### src/rtl/sample_spp_framer.sv
// Frames a continuous sample stream into SPP-sample packets via a one-sample holding register,
// so tlast can be attached late (idle timeout closes a partial packet on the held sample).
module sample_spp_framer #(
  parameter int WIDTH           = 32,
  parameter int SR_SPP_ADDR     = 150,
  parameter int SR_TIMEOUT_ADDR = 151,
  parameter int SPP_DEFAULT     = 364
) (
  input  logic             clk,
  input  logic             reset_n,
  input  logic             clear,
  input  logic             set_stb,
  input  logic [7:0]       set_addr,
  input  logic [31:0]      set_data,
  input  logic [WIDTH-1:0] i_tdata,
  input  logic             i_tvalid,
  output logic             i_tready,
  output logic [WIDTH-1:0] o_tdata,
  output logic             o_tlast,
  output logic             o_tvalid,
  input  logic             o_tready,
  output logic [31:0]      pkt_count,
  output logic             timeout_flush
);

  localparam logic [7:0]  SPP_ADDR = 8'(SR_SPP_ADDR);
  localparam logic [7:0]  TMO_ADDR = 8'(SR_TIMEOUT_ADDR);
  localparam logic [15:0] SPP_RST  = 16'(SPP_DEFAULT);

  logic [WIDTH-1:0] data_p1;
  logic             vld_p1;
  logic             last_p1;
  logic [15:0]      cnt;
  logic [15:0]      idle;
  logic [15:0]      spp_reg;
  logic [15:0]      spp_act;
  logic [15:0]      timeout_reg;

  logic        accept;
  logic        out_hs;
  logic [15:0] spp_eff;
  logic [16:0] cnt_inc;
  logic [16:0] idle_inc;

  assign o_tdata  = data_p1;
  assign o_tlast  = last_p1;
  assign o_tvalid = vld_p1 & (last_p1 | i_tvalid);
  assign i_tready = ~clear & (~vld_p1 | (o_tvalid & o_tready));

  assign accept   = i_tvalid & i_tready;
  assign out_hs   = o_tvalid & o_tready;
  // The first sample of a packet uses the live SPP register; later ones use the latched copy.
  assign spp_eff  = (cnt == 16'd0) ? spp_reg : spp_act;
  assign cnt_inc  = {1'b0, cnt} + 17'd1;
  assign idle_inc = {1'b0, idle} + 17'd1;

  always_ff @(posedge clk or negedge reset_n) begin
    if (!reset_n) begin
      spp_reg     <= SPP_RST;
      timeout_reg <= 16'd0;
    end else if (set_stb) begin
      if (set_addr == SPP_ADDR) spp_reg <= set_data[15:0];
      if (set_addr == TMO_ADDR) timeout_reg <= set_data[15:0];
    end
  end

  // Holding stage: accept -> p1 -> output
  always_ff @(posedge clk or negedge reset_n) begin
    if (!reset_n) begin
      data_p1       <= '0;
      vld_p1        <= 1'b0;
      last_p1       <= 1'b0;
      cnt           <= 16'd0;
      idle          <= 16'd0;
      spp_act       <= SPP_RST;
      pkt_count     <= 32'd0;
      timeout_flush <= 1'b0;
    end else if (clear) begin
      vld_p1        <= 1'b0;
      last_p1       <= 1'b0;
      cnt           <= 16'd0;
      idle          <= 16'd0;
      pkt_count     <= 32'd0;
      timeout_flush <= 1'b0;
    end else begin
      timeout_flush <= 1'b0;
      if (out_hs && last_p1) pkt_count <= pkt_count + 32'd1;

      if (accept) begin
        data_p1 <= i_tdata;
        vld_p1  <= 1'b1;
        idle    <= 16'd0;
        if (cnt == 16'd0) spp_act <= spp_reg;
        if (cnt_inc >= {1'b0, spp_eff}) begin
          last_p1 <= 1'b1;
          cnt     <= 16'd0;
        end else begin
          last_p1 <= 1'b0;
          cnt     <= cnt_inc[15:0];
        end
      end else if (out_hs) begin
        vld_p1  <= 1'b0;
        last_p1 <= 1'b0;
        idle    <= 16'd0;
      end else if (vld_p1 && !last_p1 && !i_tvalid) begin
        // Idle with a partial packet held: close it once the timeout is reached.
        if (timeout_reg != 16'd0 && idle_inc >= {1'b0, timeout_reg}) begin
          last_p1       <= 1'b1;
          cnt           <= 16'd0;
          idle          <= 16'd0;
          timeout_flush <= 1'b1;
        end else begin
          idle <= idle_inc[15:0];
        end
      end else begin
        idle <= 16'd0;
      end
    end
  end

endmodule

### config.mk
export PLATFORM = sky130hd
export DESIGN_NAME = sample_spp_framer
export DESIGN_NICKNAME = d
export VERILOG_FILES = /design/src/rtl/sample_spp_framer.sv
export SDC_FILE = /design/constraint.sdc
export NUM_CORES = 1
export LEC_CHECK = 0
export ABC_AREA = 1
export ABC_CLOCK_PERIOD_IN_PS = 6100
export BUFFER_PORTS_ARGS = -buffer_cell sky130_fd_sc_hd__buf_2
export CAP_MARGIN = 40
export CORE_MARGIN = 2
export CORE_UTILIZATION = 37
export DETAILED_ROUTE_END_ITERATION = 6
export HOLD_SLACK_MARGIN = 0.02
export PLACE_DENSITY_LB_ADDON = 0.08
export RECOVER_POWER = 50
export SYNTH_ARGS = -nofsm -noshare
export SYNTH_HDL_FRONTEND = slang
export SYNTH_SLANG_ARGS = --single-unit
export TNS_END_PERCENT = 100
### constraint.sdc
create_clock -name clk -period 6.1 [get_ports clk]
set_input_delay 1.22 -clock clk [delete_from_list [all_inputs] [get_ports clk]]
set_output_delay 1.22 -clock clk [all_outputs]
set_load 0.02 [all_outputs]
Yosys cells after proc, flatten, opt, wreduce, memory -nomap -nowiden
Index checks and enable logic that the tools add are counted.

Flip-flop bits (word level): 147. Word-level logic and storage cells: 73. Output and inout port bits: 68. Input bits: 78.

Order comparisons: 2. Equal/unequal tests: 3. Bitwise operators: 8. Add/sub/neg operators: 3. Reductions and logical operators: 19. Multiplexer cells: 28.

Operator list (number): two-way mux 16 bit (12); two-way mux 32 bit (2); adder 16 x 1 -> 17 bit, second input constant (2); >= comparator 17 x 16 -> 1 bit (2); adder 32 x 1 -> 32 bit, second input constant (1); equality test 8 bit, second input constant (2); zero test 16 bit (1); nonzero test 16 bit (1); two-way mux 1 bit (14); nonzero test 3 bit (3); AND reduction 2 bit (4); nonzero test 4 bit (2); bitwise AND 1 bit (4); logical AND 1 bit (4); != test 3 bit, second input constant (1); AND reduction 3 bit (1); zero test 1 bit (2); NOT 1 bit (2); OR 1 bit (2); nonzero test 2 bit (1).

Logic depth before layout (Yosys ltp)
Depth after elaboration: 8. Gate-level depth with buffers: 23.

Least setup slack after synthesis
No wires, ideal clock.

Kind: input to output. From: in i_tvalid. To: out i_tready. Data arrival time: 1817 ps. Path buffers: 0. Required time: 4880 ps. Stages: 6. Path slack: 3063 ps. Cells stage by stage: inv_2 > nand2_1 > nand3_2 > inv_2 > nor2_1 > nor2_1.

Cells in the longest elaborated chain, start to end: 5.

RTL lines: start, declared (RTL line 16) `input logic i_tvalid,`; OR 1 bit (RTL line 47) `assign o_tvalid = vld_p1 & (last_p1 | i_tvalid);`; bitwise AND 1 bit (RTL line 47); bitwise AND 1 bit (RTL line 48) `assign i_tready = ~clear & (~vld_p1 | (o_tvalid & o_tready));`; OR 1 bit (RTL line 48); bitwise AND 1 bit (RTL line 48); end, declared (RTL line 17) `output logic i_tready,`.

No other way between the ends.

==> summary.txt <==
CTS
  • Post-CTS setup buffer count: 0
  • CTS buffer count: 17
  • Hold-fix buffers, CTS: 0
  • CTS clk-pin slew, worst paths: approximately 0.06 ns
  • Clock Latency Late Sink: 0.43 ns
  • Htree depth: 4
  • CTS max path bufs: 2
  • CTS sink cnt: between 100 and 150
  • CTS Root Cell: clkbuf_16
  • TritonCTS clock tree: yes
  • Post-CTS sizing: 0

Synthesis
  • Count leader, synth: nand2_1
  • Top cells by area, synth: dfrtp_1, nand2_1, inv_1
  • Post-synth ARST share: 1.00
  • Synth top cells by count: nand2_1, inv_1, dfrtp_1
  • Yosys warns: 0
  • Top_reg_cell synth: dfrtp_1
  • Number of synthesized flops with an enable pin: 0
  • Post-Syn Nets: 1171
  • Sequential share of the synthesized area: 0.460
  • Syn Area/Cell: 7.59 sq um
  • Post-Syn Area: 8020 sq um
  • Synth cell types: 36
  • Cells after Synth: 1057
  • Synthesized flop and latch total: between 100 and 150
  • Yosys top cell by area: dfrtp_1
  • Post-synth top area share: 0.427

Worst setup path
  • Worst-path cell chain: clkbuf_1, clkbuf_2
  • Flop-to-flop setup slack: 2.52 ns
  • Worst Setup End Kind: asynchronous set/reset pin
  • Slowest cell on crit path: clkbuf_2
  • WP data arrival: between 3 and 4 ns
  • FF-to-FF End: o_tlast
  • Reg-to-Reg Start: cnt[0]
  • Cell family with most CP delay: buffers and inverters
  • Req. time, crit path: 6.26 ns
  • R2R depth: 21
  • Critical Path Start Type: input pin
  • Crit-path max FO: 75
  • Worst path bufs/invs: 2
  • Crit path kind: input pin to asynchronous set/reset pin
  • Crit-path max cell delay: 1.54 ns

Floorplanning
  • Ports: 146
  • Rows: 53
  • Die area: roughly 23000 sq um
  • Die Span Y: 151 um
  • CORE AREA: 21200 sq um
  • Initial Util: 0.379
  • Chip width: 151 um

Hold path
  • Hold_sp: o_tdata[26]
  • Worst hold stages: 2
  • Hold Path End: o_tdata[26]
  • Worst Hold Class: flip-flop to flip-flop

Drt
  • Remaining DRCs: 0
  • DRT Pass-1 Iters: 6
  • DR vias/cell: 4.76
  • Detailed Route Iter0 Violations: roughly 360
  • Final antenna-violating net count: 0
  • WL/cell: 14.0 um
  • DRT Wirelength: slightly above 20000 um
  • Via count: 7009

Timing
  • RSZ-0062 raised after global routing: false
  • Final Critical Period: ~3.7 ns
  • Count of final setup violators: 0
  • Final hold slack: 0.465 ns
  • Max Clk Rate: 269 MHz
  • Slew headroom: -0.252
  • Setup_tns: 0 ns
  • Worst slew pin tran: approximately 1.9 ns
  • Setup Skew: 0.0119 ns
  • Final Slew Violations: 104
  • Final hold viol count: 0
  • Crit share post-route: 0.609

Pwr
  • Leakage Power: 4.99 nW
  • Max VDD drop: 0.000169 V
  • Pwr Total: roughly 2.4 mW
  • Power Density: 256 nW/um^2

Global routing
  • Pin count of the biggest net entering global routing: 76
  • Antenna violations before repair: 1
  • Number of global-route vias before repair: 6761
  • First-pass GRT wire length: ~34000 um
  • Tot GR Track Use: 0.191
  • Gr ovfl total: 0

Layout
  • Final net count: 1298
  • Layout area overhead: 18.4%
  • Layout cell share with drive strength beyond 1: 0.151
  • Final instance area: between 9000 and 10000 sq um
  • N_diodes: 0

Status
  • Outcome: finished with violations
  • Failing checks: capacitance limit, slew limit

Job
  • Max_cap viols: 2

Placement
  • Area after DPL: 9020 sq um
  • I/O Buffers: ~130
  • Routability Congestion: roughly 0.76
  • HPWL after DPL: 15100 um
cell type report:
class,count,area (sq um)
clock buffers,17,425
clock inverters,15,123
flip-flops and latches,147,3690
multi-input cells,722,3600
fillers,2129,11700
repair buffers,138,722
well taps,275,344
inverters,158,593
cell families after synthesis:
family,Yosys count,share of synthesized area
DFF,147,0.460
adders and majority gates,36,0.0562
and+or+nand+nor,559,0.300
AOI/OAI and AO/OA,101,0.0660
xor gates and xnor gates,26,0.0284
buffers and inverters,188,0.0895
power by group:
part	leakage (nW)	switching (mW)	internal [mW]
Combinational	2.76	0.254	0.109
Clock	0.269	0.458	0.532
Sequential	1.96	0.0394	1.04
metal layers:
metal / GRT usage / share of wire / vias up
met2: 0.300 / 0.46 / 151
li1: - / - / 3619
met3: 0.0485 / 0.053 / 13
met1: 0.267 / 0.48 / 3224
met5: 0 / 0.00063 / -
met4: 0.0393 / 0.0080 / 2
how the worst max path moves through the flow:
stage / cells past startpoint / slack, ns / end / from
3_5_place_dp: 21 / 2.54 / o_tlast / cnt[0]
2_1_floorplan: 6 / 3.06 / i_tready / i_tvalid
6_report: 2 / 2.38 / o_tlast / reset_n
4_1_cts: 21 / 2.51 / o_tlast / cnt[0]
5_1_grt: 2 / 1.66 / cnt[9] / reset_n
3_3_place_gp: 21 / 2.54 / o_tlast / cnt[0]
cells in the final DEF, fill, tap and decap left out, types with 2 or more instances in the layout:
master	count
buf_2	118
nand3_2	2
nor3b_1	3
a21oi_1	26
nor3_1	31
nor4_1	7
dfrtp_1	137
ha_1	36
clkbuf_1	13
inv_2	6
inv_6	6
nand4_1	40
o21ai_1	15
nand2_1	333
a21o_1	2
clkinvlp_4	2
a31oi_1	2
inv_1	151
clkbuf_16	17
clkinv_4	2
inv_8	2
nand3_1	60
xnor2_1	6
o21ai_0	51
nor2_1	76
nor2_4	2
dfstp_2	10
buf_4	4
clkinv_2	3
xor2_1	20
per-stage QoR:
step | worst slack [ns] | std cells | util
6_report | 2.38 | 1472 | 0.449
5_1_grt | 1.66 | 1472 | 0.449
4_1_cts | 2.51 | 1472 | 0.452
3_5_place_dp | 2.54 | 1440 | 0.426
3_3_place_gp | 2.54 | 1436 | 0.422
2_1_floorplan | 3.06 | 1057 | -
Power figures use the tool's default switching activity.
